### config.mk
export PLATFORM = sky130hd
export DESIGN_NAME = ex_div_iter_flat
export DESIGN_NICKNAME = d
export VERILOG_FILES = /design/src/rtl/ex_div_iter_if.sv /design/src/rtl/ex_div_iter.sv /design/src/flat_wrapper.sv
export SDC_FILE = /design/constraint.sdc
export NUM_CORES = 1
export LEC_CHECK = 0
export CAP_MARGIN = 5
export CORE_MARGIN = 2
export CORE_UTILIZATION = 35
export CTS_CLUSTER_SIZE = 30
export DETAILED_ROUTE_END_ITERATION = 12
export PLACE_DENSITY = 0.54
export SYNTH_ARGS = -nofsm -noshare
export SYNTH_HDL_FRONTEND = slang
export SYNTH_SLANG_ARGS = --single-unit
### constraint.sdc
create_clock -name clk -period 8.2 [get_ports clk]
set_input_delay 1.23 -clock clk [delete_from_list [all_inputs] [get_ports clk]]
set_output_delay 1.23 -clock clk [all_outputs]
set_load 0.01 [all_outputs]
### src/rtl/ex_div_iter_if.sv
// ----------------------------------------------------------------------------
// ex_div_iter_if
// Handshake and data bundle for the iterative EX-stage divider.
//   master : requester side (drives start/flush/operands, sees status/results)
//   slave  : divider side
// Signals:
//   flush      abort the division in flight, no done follows
//   start      request a division (taken only while ready=1)
//   signed_op  1 = signed DIV, 0 = unsigned DIVU
//   dividend   numerator, sampled with start
//   divisor    denominator, sampled with start
//   ready      divider idle, a start is accepted this cycle
//   busy       divider iterating or finishing (~ready)
//   done       one-cycle pulse when quotient/remainder update
//   div_zero   last result came from a divide by zero
//   quotient   last quotient
//   remainder  last remainder
//   result     {remainder, quotient} for the HI/LO write-back path
// ----------------------------------------------------------------------------
interface ex_div_iter_if #(
    parameter int WIDTH = 32
);
    logic                 flush;
    logic                 start;
    logic                 signed_op;
    logic [WIDTH-1:0]     dividend;
    logic [WIDTH-1:0]     divisor;
    logic                 ready;
    logic                 busy;
    logic                 done;
    logic                 div_zero;
    logic [WIDTH-1:0]     quotient;
    logic [WIDTH-1:0]     remainder;
    logic [2*WIDTH-1:0]   result;

    modport master (
        output flush, start, signed_op, dividend, divisor,
        input  ready, busy, done, div_zero, quotient, remainder, result
    );

    modport slave (
        input  flush, start, signed_op, dividend, divisor,
        output ready, busy, done, div_zero, quotient, remainder, result
    );
endinterface

### src/rtl/ex_div_iter.sv
// ----------------------------------------------------------------------------
// ex_div_iter
// Iterative restoring divider, one quotient bit per cycle, MSB first.
// Latency from the accepting cycle to the done pulse is WIDTH+2 cycles,
// independent of operand values. Divide by zero returns an all-ones quotient
// and the raw dividend as remainder, flagged by div_zero.
// Ports:
//   clk  rising-edge clock
//   rst  synchronous, active-high reset
//   bus  ex_div_iter_if.slave (start/flush/operands in, status/results out)
// Parameter:
//   WIDTH  operand width in bits, 8..64
// ----------------------------------------------------------------------------
module ex_div_iter #(
    parameter int WIDTH = 32
) (
    input  logic         clk,
    input  logic         rst,
    ex_div_iter_if.slave bus
);
    localparam int CNT_W = $clog2(WIDTH + 1);

    typedef enum logic [1:0] {
        S_IDLE = 2'd0,
        S_ITER = 2'd1,
        S_FIX  = 2'd2
    } state_t;

    state_t state, state_nxt;

    logic [CNT_W-1:0] cnt;
    logic             load;
    logic             iter_en;
    logic             fix_en;

    // Working registers: partial remainder, dividend/quotient shift register,
    // divisor magnitude, raw dividend and the captured sign/zero flags.
    logic [WIDTH:0]   rem;
    logic [WIDTH-1:0] q_sh;
    logic [WIDTH-1:0] dvsr_mag;
    logic [WIDTH-1:0] dvd_raw;
    logic             q_neg;
    logic             r_neg;
    logic             zero;

    logic                  done_r;
    logic                  div_zero_r;
    logic [WIDTH-1:0]      quo_r;
    logic [WIDTH-1:0]      rem_r;

    logic signed [WIDTH+1:0] shifted;
    logic signed [WIDTH+1:0] trial;
    logic                    trial_ok;

    // Magnitude of a signed operand; unsigned operands pass through.
    // |MIN| = 2^(WIDTH-1) stays representable as a WIDTH-bit unsigned value.
    function automatic logic [WIDTH-1:0] mag_of(input logic [WIDTH-1:0] v,
                                                input logic             is_signed);
        return (is_signed && v[WIDTH-1]) ? -v : v;
    endfunction

    // Two's complement sign correction, modulo 2^WIDTH.
    function automatic logic [WIDTH-1:0] sign_fix(input logic [WIDTH-1:0] v,
                                                  input logic             neg);
        return neg ? -v : v;
    endfunction

    // ---- FSM: state register ----
    always_ff @(posedge clk) begin
        if (rst) begin
            state <= S_IDLE;
        end else begin
            state <= state_nxt;
        end
    end

    // ---- FSM: next-state logic ----
    always_comb begin
        state_nxt = state;
        if (bus.flush) begin
            state_nxt = S_IDLE;
        end else begin
            case (state)
                S_IDLE:  if (bus.start) state_nxt = S_ITER;
                S_ITER:  if (cnt == CNT_W'(1)) state_nxt = S_FIX;
                S_FIX:   state_nxt = S_IDLE;
                default: state_nxt = S_IDLE;
            endcase
        end
    end

    // ---- FSM: outputs and datapath enables ----
    always_comb begin
        bus.ready = (state == S_IDLE);
        bus.busy  = (state != S_IDLE);
        load      = (state == S_IDLE) && bus.start && !bus.flush;
        iter_en   = (state == S_ITER) && !bus.flush;
        fix_en    = (state == S_FIX)  && !bus.flush;
    end

    // ---- iteration counter ----
    always_ff @(posedge clk) begin
        if (rst || bus.flush) begin
            cnt <= '0;
        end else if (load) begin
            cnt <= CNT_W'(WIDTH);
        end else if (iter_en) begin
            cnt <= cnt - CNT_W'(1);
        end
    end

    // ---- restoring step ----
    // The top bit of the shifted value is always zero (rem < divisor), so the
    // sign of trial alone tells whether the subtraction fits.
    always_comb begin
        shifted  = {rem, q_sh[WIDTH-1]};
        trial    = shifted - $signed({2'b00, dvsr_mag});
        trial_ok = !trial[WIDTH+1];
    end

    // ---- operand capture / iteration ----
    always_ff @(posedge clk) begin
        if (load) begin
            rem      <= '0;
            q_sh     <= mag_of(bus.dividend, bus.signed_op);
            dvsr_mag <= mag_of(bus.divisor,  bus.signed_op);
            dvd_raw  <= bus.dividend;
            q_neg    <= bus.signed_op && (bus.dividend[WIDTH-1] ^ bus.divisor[WIDTH-1]);
            r_neg    <= bus.signed_op && bus.dividend[WIDTH-1];
            zero     <= (bus.divisor == '0);
        end else if (iter_en) begin
            rem  <= trial_ok ? trial[WIDTH:0] : shifted[WIDTH:0];
            q_sh <= {q_sh[WIDTH-2:0], trial_ok};
        end
    end

    // ---- result fix-up and output registers ----
    always_ff @(posedge clk) begin
        if (rst) begin
            done_r     <= 1'b0;
            div_zero_r <= 1'b0;
            quo_r      <= '0;
            rem_r      <= '0;
        end else begin
            done_r <= fix_en;
            if (fix_en) begin
                div_zero_r <= zero;
                if (zero) begin
                    quo_r <= '1;
                    rem_r <= dvd_raw;
                end else begin
                    quo_r <= sign_fix(q_sh, q_neg);
                    rem_r <= sign_fix(rem[WIDTH-1:0], r_neg);
                end
            end
        end
    end

    assign bus.done      = done_r;
    assign bus.div_zero  = div_zero_r;
    assign bus.quotient  = quo_r;
    assign bus.remainder = rem_r;
    assign bus.result    = {rem_r, quo_r};

endmodule

### src/flat_wrapper.sv
// flat-port wrapper written by rule: the top's interface ports become plain ports
module ex_div_iter_flat 
#(
    parameter int WIDTH = 32
)
  (clk, rst, bus_flush, bus_start, bus_signed_op, bus_dividend, bus_divisor, bus_ready, bus_busy, bus_done, bus_div_zero, bus_quotient, bus_remainder, bus_result);
  ex_div_iter_if #(.WIDTH(WIDTH)) bus_i ();
  input  logic clk;
  input  logic rst;
  input wire logic [$bits(bus_i.flush)-1:0] bus_flush;
  input wire logic [$bits(bus_i.start)-1:0] bus_start;
  input wire logic [$bits(bus_i.signed_op)-1:0] bus_signed_op;
  input wire logic [$bits(bus_i.dividend)-1:0] bus_dividend;
  input wire logic [$bits(bus_i.divisor)-1:0] bus_divisor;
  output wire logic [$bits(bus_i.ready)-1:0] bus_ready;
  output wire logic [$bits(bus_i.busy)-1:0] bus_busy;
  output wire logic [$bits(bus_i.done)-1:0] bus_done;
  output wire logic [$bits(bus_i.div_zero)-1:0] bus_div_zero;
  output wire logic [$bits(bus_i.quotient)-1:0] bus_quotient;
  output wire logic [$bits(bus_i.remainder)-1:0] bus_remainder;
  output wire logic [$bits(bus_i.result)-1:0] bus_result;
  assign bus_i.flush = bus_flush;
  assign bus_i.start = bus_start;
  assign bus_i.signed_op = bus_signed_op;
  assign bus_i.dividend = bus_dividend;
  assign bus_i.divisor = bus_divisor;
  assign bus_ready = bus_i.ready;
  assign bus_busy = bus_i.busy;
  assign bus_done = bus_i.done;
  assign bus_div_zero = bus_i.div_zero;
  assign bus_quotient = bus_i.quotient;
  assign bus_remainder = bus_i.remainder;
  assign bus_result = bus_i.result;
  ex_div_iter #(.WIDTH(WIDTH)) u_core (.clk(clk), .rst(rst), .bus(bus_i));
endmodule
# Word-level counts from Yosys, hierarchy flattened
# Cells that the tools add are included.
# totals
register_bits	206
wordCells	57
# op_classes
eq_ne	5
n_addsub	6
n_mux	14
reduce_logical	17
bitwise_logic	1
# ops
operator	count
32-bit 2-to-1 mux	8
32-bit negation	4
34-bit by 33-bit subtractor with 34-bit output	1
33-bit 2-to-1 mux	1
32-bit logical NOT	1
6-bit 2-to-1 mux	2
1-bit logical AND	7
6-bit by 1-bit equality test with 1-bit output, second input constant	1
6-bit by 1-bit subtractor with 6-bit output, second input constant	1
2-bit 2-to-1 mux	2
2-bit case mux with 2 select lines	1
2-bit nonzero test	2
2-bit OR reduction	2
2-bit by 1-bit equality test with 1-bit output, second input constant	1
2-bit equality test, second input constant	1
1-bit logical NOT	2
2-bit logical NOT	1
2-bit by 1-bit inequality test with 1-bit output, second input constant	1
2-bit inequality test, second input constant	1
2-bit AND reduction	1
1-bit logical OR	1
1-bit bitwise XOR	1

# Depth between registers and ports, before layout
# Gate-level depths: netlist (run 1).
# depth
word_depth	4
depth_mapped	13
mapped_depth_nobuf	12

# Worst setup path before layout (run 1)
# Ideal clock, no wire load.
# synth_timing
kind	input to register
from	input port bus_start
to	register u_core.q_sh[0], enable pin
slack_ps	3244
required_time_ps	7781
n_path_buf	1
setup_ps	419
arrival_time_ps	4537
cell_stages	6
path_cell_list	nand2_1 or2_2 clkbuf_1 clkinv_1 nor2_1 inv_1
# synth_between
elab_chain_cells	3
# synth_rtl
element	line	rtl
start: declaration	flat_wrapper.sv:11	input wire logic [$bits(bus_i.start)-1:0] bus_start;
1-bit logical AND (2 in a row)	ex_div_iter.sv:96	load = (state == S_IDLE) && bus.start && !bus.flush;
via u_core.load	ex_div_iter.sv:32	logic load;
2-bit nonzero test (no source line)	--	
end signal: assignment	ex_div_iter.sv:125	q_sh <= mag_of(bus.dividend, bus.signed_op);
end signal: assignment	ex_div_iter.sv:133	q_sh <= {q_sh[WIDTH-2:0], trial_ok};
end: declaration	ex_div_iter.sv:39	logic [WIDTH-1:0] q_sh;
# The timed path passes the listed nets, and every way through them passes these cells.
# A chain may end at the register's enable or synchronous reset.

# Worst setup path after layout (run 1)
# layout_timing
from	input port bus_dividend[6]
to	register u_core.q_sh[29], data pin
# layout_between
elab_chain_cells	3
# layout_rtl
element	line	rtl
start: declaration	flat_wrapper.sv:13	input wire logic [$bits(bus_i.dividend)-1:0] bus_dividend;
32-bit negation	ex_div_iter.sv:59	return (is_signed && v[WIDTH-1]) ? -v : v;
32-bit 2-to-1 mux	ex_div_iter.sv:59	
32-bit 2-to-1 mux	ex_div_iter.sv:123	if (load) begin
# Every way passes these cells.

==> results.md, run 1 <==
* Synthesized area at roughly 0.012 mm^2
* Min cycle time layout at approximately 3.8 ns
* FF+latch area at about 0.005 mm^2
* Core area at approximately 0.035 mm^2
* Post-CTS sizing at 0
* Synth top area cells: edfxtp_1 24%, dfxtp_1 17%, nand2_1 6.3%
* GRT Overall Usage at 17.99%
* Main synth FF type: dfxtp_1
* CP arrival at around 4 ns
* Clock Latency Late Sink at between 0.5 and 0.6 ns
* CTS tree: built
* Drt wl/cell at 16.50 um
* Post-synth top cells: 210 x nand2_1, 130 x o21ai_0, 107 x dfxtp_1
* Share of cells above drive strength 1 at ~4.8%
* Initial Util at a little over a third
* FF-to-FF End: u_core.rem[27]
* Nets@finish at approximately 1,700
* Measured slew at the worst slew-check pin at ~1.1 ns
* Final HPWL DP at roughly 25,000 um
* Cells after synthesis at between 1,000 and 1,500
* CTS buffer count at 26
* Cell mode on critical path: nor4_1
* Post-synthesis sequential area ratio at about two fifths
* Clock transition at path regs at ~0.060 ns
* Number of routed nets with antenna violations at 0
* Synthesized area per cell at roughly 8.6 um^2
* Worst path cell trace: clkdlybuf4s50_1, nor4_1, nor2b_1, nand3_1, nor4_1, and2_1, nand3b_1, o41ai_1, xor2_1, o21ai_0
* Final Cycle Share at 46.42%
* Total number of vias at 10,460
* Die footprint at between 0.03 and 0.04 mm^2
* Die W at about 190 um
* IR Drop Worst-Case VDD at about 0.00015 V
* Via/cell ratio at between 5 and 6
* First-pass GRT wire length at roughly 53,000 um
* CP required at around 8.5 ns
* Hold-critical path endpoint: u_core.bus.div_zero
* Post-synth top area cell: edfxtp_1
* CTS Root Cell: clkbuf_16
* Pwr/cell area at around 170 mW/mm^2
* Worst slew margin at between 20 and 30%
* CTS HTree Levels at 1
* Synth Warn # at 0
* Initial drt markers at around 630
* Total gr overflow at 0
* Die Y at about 190 um
* CP Capture Type: flop
* Port-buffer cells at 200
* FILL cells at ~3,500
* Reg2reg path depth at 12
* Hold slack at ~0.45 ns
* Max-cap viol count at 0
* Area of the multi-input gates at roughly 0.0064 mm^2
* Share of power burned in registers at roughly 45%
* Yosys cell types at 67
* Post-Route WL at 33,560 um
* CTS hold repair buffers at 0
* Clock skew at ~0.016 ns
* P_leak at 5.539 nW
* Class of the worst hold path: reg -> reg
* Setup Viol. Count Final at 0
* # IOs at 201
* Hold depth at 2
* Final hold vios at 0
* Clk buf depth at 3
* Slowest stage cell on the critical path: clkdlybuf4s50_1
* Clock Power Share at 45.0%
* Final Util at 43.17%
* RSZ-0062 raised after global routing: false
* Critical setup path kind: in -> reg
* Rows at slightly below 70
* Vias in the first global route at about 10,000
* Syn nets at approximately 1,600
* Max-slew violations at 0
* Post-synth top area share at 23.88%
* Switch Pwr at around 610 uW
* Largest net degree at the start of global routing at 77
* # Post-CTS Setup Buffers at 0
* Sink Count at 206
* EDFF count, synth at 99
* Comb power frac at around 10%
* Yosys reg bits at 206
* RR Startpoint: u_core.q_sh[31]
* Layout area overhead at 22.44%
* Worst Path Max Fanout at 6
* Outcome: finished, final reports clean
* Initial antenna violation count at 1
* DR pass1 iterations at 5
* Peak Freq at approximately 0.26 GHz
* CP peak stage delay at approximately 0.52 ns
* Post-route insts no fill at between 2,000 and 2,500
* DRC errors left at 0
* FF-to-FF setup slack at between 4 and 5 ns
* Element type at the critical path start: primary input
* HP Start: u_core.bus.div_zero
* Placer congestion estimate at between 0.8 and 0.9
* # placed instances at about 2,000
* Setup TNS Final at 0 ns
* Power, Total at between 2 and 3 mW
* Post-synth ARST share at 0%
* Sw Ratio at around a quarter
* Int Power at slightly below 2 mW
* Most frequent cell after synthesis: nand2_1
registers in the layout (all words and copies together), names as in the netlist:
| register | cells |
|---|---|
| u_core.bus.done | 1 |
| u_core.q_neg | 1 |
| u_core.bus.div_zero | 1 |
| u_core.zero | 1 |
| u_core.bus.remainder | 32 |
| u_core.rem | 33 |
| u_core.dvsr_mag | 32 |
| u_core.r_neg | 1 |
| u_core.state | 2 |
| u_core.bus.quotient | 32 |
| u_core.cnt | 6 |
| u_core.q_sh | 32 |
| u_core.dvd_raw | 32 |
layer usage:
layer / wire, um / vias up / GRT usage [%]
met3: 1544 / 37 / 2.728
li1: - / 5266 / -
met2: 15740 / 227 / 30.09
met5: 0 / - / 0
met4: 616 / 0 / 4.287
met1: 15660 / 4925 / 24.32
worst max-delay path: cells and delay by family:
kind	cells	cell delay [ns]
XOR/XNOR	1	0.17
AND/OR/NAND/NOR	6	1.74
buffers and inverters	1	0.52
AO/OA/AOI/OAI	2	0.40
cell usage in the layout, fill, tap and decap left out, types with 15 or more instances in the layout:
cell type | netlist | layout
nand2_1 | 210 | 209
edfxtp_1 | 99 | 99
nor4_1 | 15 | 15
o31ai_1 | 21 | 21
xor2_1 | 85 | 85
clkbuf_16 | 0 | 27
xnor2_1 | 64 | 64
o21ai_0 | 130 | 130
dfxtp_1 | 107 | 107
a21oi_1 | 102 | 102
a211oi_1 | 30 | 30
clkdlybuf4s50_1 | 0 | 199
nand3_1 | 22 | 22
nor3_1 | 47 | 47
nor2_1 | 106 | 106
inv_1 | 58 | 58
ha_1 | 38 | 38
stage by stage:
step,instance area (um^2),worst slack [ns]
floorplan,12450,3.244
global placement,14380,3.943
detailed placement,14380,3.883
CTS,15240,4.454
global route,15240,4.115
finish,15240,4.393
power groups by stage:
stage | sequential, mW | clock (mW) | combinational [mW]
after global placement | 1.16 | 0 | 0.257
after floorplan | 1.15 | 0 | 0.164
after detailed placement | 1.16 | 0 | 0.258
after global routing | 1.15 | 1.23 | 0.289
after CTS | 1.14 | 1.18 | 0.260
final | 1.14 | 1.14 | 0.258
cell type report:
class	count	area share, %
multi-input combinational	1048	41.82
sequential	206	33.55
timing repair buffer	212	13.69
clock buffer	41	5.040
tap	461	3.784
inverter	59	1.453
clock inverter	6	0.6402
antenna	1	0.01642
worst max-delay path by stage:
stage,start,end,slack (ns),cells past startpoint
finish,bus_dividend[6],u_core.q_sh[29],4.39,10
global route,bus_dividend[8],u_core.q_sh[29],4.11,10
global placement,bus_dividend[4],u_core.q_sh[28],3.94,10
floorplan,bus_start,u_core.q_sh[0],3.24,6
CTS,bus_dividend[6],u_core.q_sh[29],4.45,10
detailed placement,bus_dividend[6],u_core.q_sh[29],3.88,10
cells by family after synthesis:
family	share of synthesized area (%)
and+or+nand+nor	17.26
AOI/OAI and AO/OA	18.72
DFF	41.09
buffers and inverters	7.739
xor gates and xnor gates	10.48
adders and majority gates	3.980
muxes	0.7337
No activity file was read; power rests on OpenSTA's default activity.
==> run 2, diff against run 1 <==
clock period = 3.6 ns   (was 8.2 ns; I/O delays follow)
==> results.md, run 2 (same netlist as run 1, synthesis figures left out) <==
* Reg with most FFs: u_core.rem
* # placed instances at just over 2,000
* CP arrival at between 3 and 4 ns
* Vias in the first global route at between 10,000 and 15,000
* CP required at about 4.0 ns
* RR Startpoint: u_core.dvsr_mag[6]
* IR Drop Worst-Case VDD at around 0.00036 V
* Placer congestion estimate at between 0.8 and 0.9
* Die Y at a little under 200 um
* Layout area overhead at 25.16%
* Clock transition at path regs at 0.06 ns
* Peak Freq at 0.3124 GHz
* Post-route insts no fill at slightly above 2,000
* Power, Total at ~6 mW
* CTS buffer count at 26
* Largest net degree at the start of global routing at between 70 and 80
* Reg2reg path depth at 12
* Max reg flops at 33
* Share of cells above drive strength 1 at ~7.4%
* Die footprint at approximately 0.037 mm^2
* Outcome: finished, final reports clean
* Clock Latency Late Sink at 0.55 ns
* DR pass1 iterations at 5
* RSZ-0062 raised after global routing: false
* Measured slew at the worst slew-check pin at about 0.95 ns
* Final Cycle Share at 88.92%
* Clock skew at approximately 0.027 ns
* # Post-CTS Setup Buffers at 0
* Setup Viol. Count Final at 0
* Post-CTS sizing at 0
* Most frequent cells in the layout: 210 x nand2_1, 199 x clkdlybuf4s50_1, 130 x o21ai_0
* Min cycle time layout at between 3 and 4 ns
* CTS HTree Levels at 1
* Class of the worst hold path: reg -> reg
* Rows at 69
* FILL cells at about 3,500
* Worst slew margin at a little over a third
* Initial drt markers at roughly 650
* FF+latch area at between 0.005 and 0.006 mm^2
* Total gr overflow at 0
* Via/cell ratio at 5.128
* FF-to-FF setup slack at ~0.4 ns
* Worst Path Max Fanout at 27
* Setup TNS Final at 0 ns
* Total number of vias at approximately 11,000
* Leading cell type in the layout, fill and taps excluded: nand2_1
* Post-Route WL at about 35,000 um
* Max-slew violations at 0
* Sink Count at roughly 200
* CTS hold repair buffers at 0
* Area of the multi-input gates at ~0.0064 mm^2
* Initial Util at 35.26%
* Drt wl/cell at 16.77 um
* Max-cap viol count at 0
* CP Capture Type: flop
* GRT Overall Usage at around a fifth
* Final instance area at 0.01558 mm^2
* Port-buffer cells at 200
* Clk buf depth at 3
* # IOs at around 200
* Setup WS post-layout at about 0.4 ns
* CTS Root Cell: clkbuf_16
* Critical setup path kind: reg -> reg
* FF-to-FF End: u_core.rem[3]
* P_leak at 5.770 nW
* Critical Path Source: u_core.dvsr_mag[6]
* DP Worst Slack at around 0.14 ns
* Element type at the critical path start: flop
* Final HPWL DP at around 26,000 um
* CTS tree: built
* First-pass GRT wire length at around 55,000 um
* DRC errors left at 0
* Die W at 192.6 um
* Core area at about 0.035 mm^2
* Number of routed nets with antenna violations at 0
* Placed Instance Area at 0.01468 mm^2
* Initial antenna violation count at 2
* Nets@finish at roughly 1,700
* Final hold vios at 0
* Pwr/cell area at about 380 mW/mm^2
* Critical Path End: u_core.rem[3]
==> run 2: report_power, final <==
| group | internal (mW) | leakage [nW] | switching [mW] |
|---|---|---|---|
| registers | 2.54 | 1.79 | 0.0528 |
| logic | 0.257 | 3.53 | 0.360 |
| clock network | 1.65 | 0.452 | 1.04 |
| total | 4.45 | 5.77 | 1.45 |
==> run 2: layout make-up <==
cell class | instances | area share, %
sequential | 206 | 32.83
clock inverter | 8 | 0.4898
tap | 461 | 3.702
clock buffer | 40 | 5.300
multi-input combinational | 1048 | 40.90
inverter | 59 | 1.429
timing repair buffer | 249 | 15.34
antenna | 1 | 0.01606
==> run 2: worst max-delay path: stages, from the launching register on <==
cell and delay [ns]:
edfxtp_1 0.33, inv_1 0.04, ha_1 0.35, a211oi_1 0.26, o21ai_0 0.12, o21ai_0 0.20
a211oi_1 0.25, o21a_1 0.26, o211ai_1 0.56, buf_4 0.40, a211oi_1 0.09, a21oi_1 0.13
o21ai_0 0.08
==> run 2: worst min-delay path by stage <==
stage | endpoint | from | cells past startpoint
final | u_core.bus.div_zero | u_core.bus.div_zero | 2
after CTS | u_core.bus.div_zero | u_core.bus.div_zero | 2
after global routing | u_core.bus.div_zero | u_core.bus.div_zero | 2
after floorplan | u_core.state[0] | u_core.state[1] | 1
after detailed placement | u_core.bus.div_zero | u_core.bus.div_zero | 2
after global placement | u_core.bus.div_zero | u_core.bus.div_zero | 2
==> run 2: metrics by stage <==
stage | utilization [%] | hold WS, ns
floorplan | - | 0.4715
global placement | 41.56 | 0.4439
CTS | 44.12 | 0.4563
global route | 44.13 | 0.4876
detailed placement | 41.56 | 0.4478
finish | 44.13 | 0.4538
==> run 2: per-layer routing <==
metal	part of all wire [%]	vias up	routed length [um]	GRT usage [%]
li1	-	5328	-	-
met1	46	4983	15890	25.42
met2	46	249	16090	30.33
met3	4.8	64	1670	2.437
met4	3.1	2	1086	6.342
met5	0.037	-	13	0
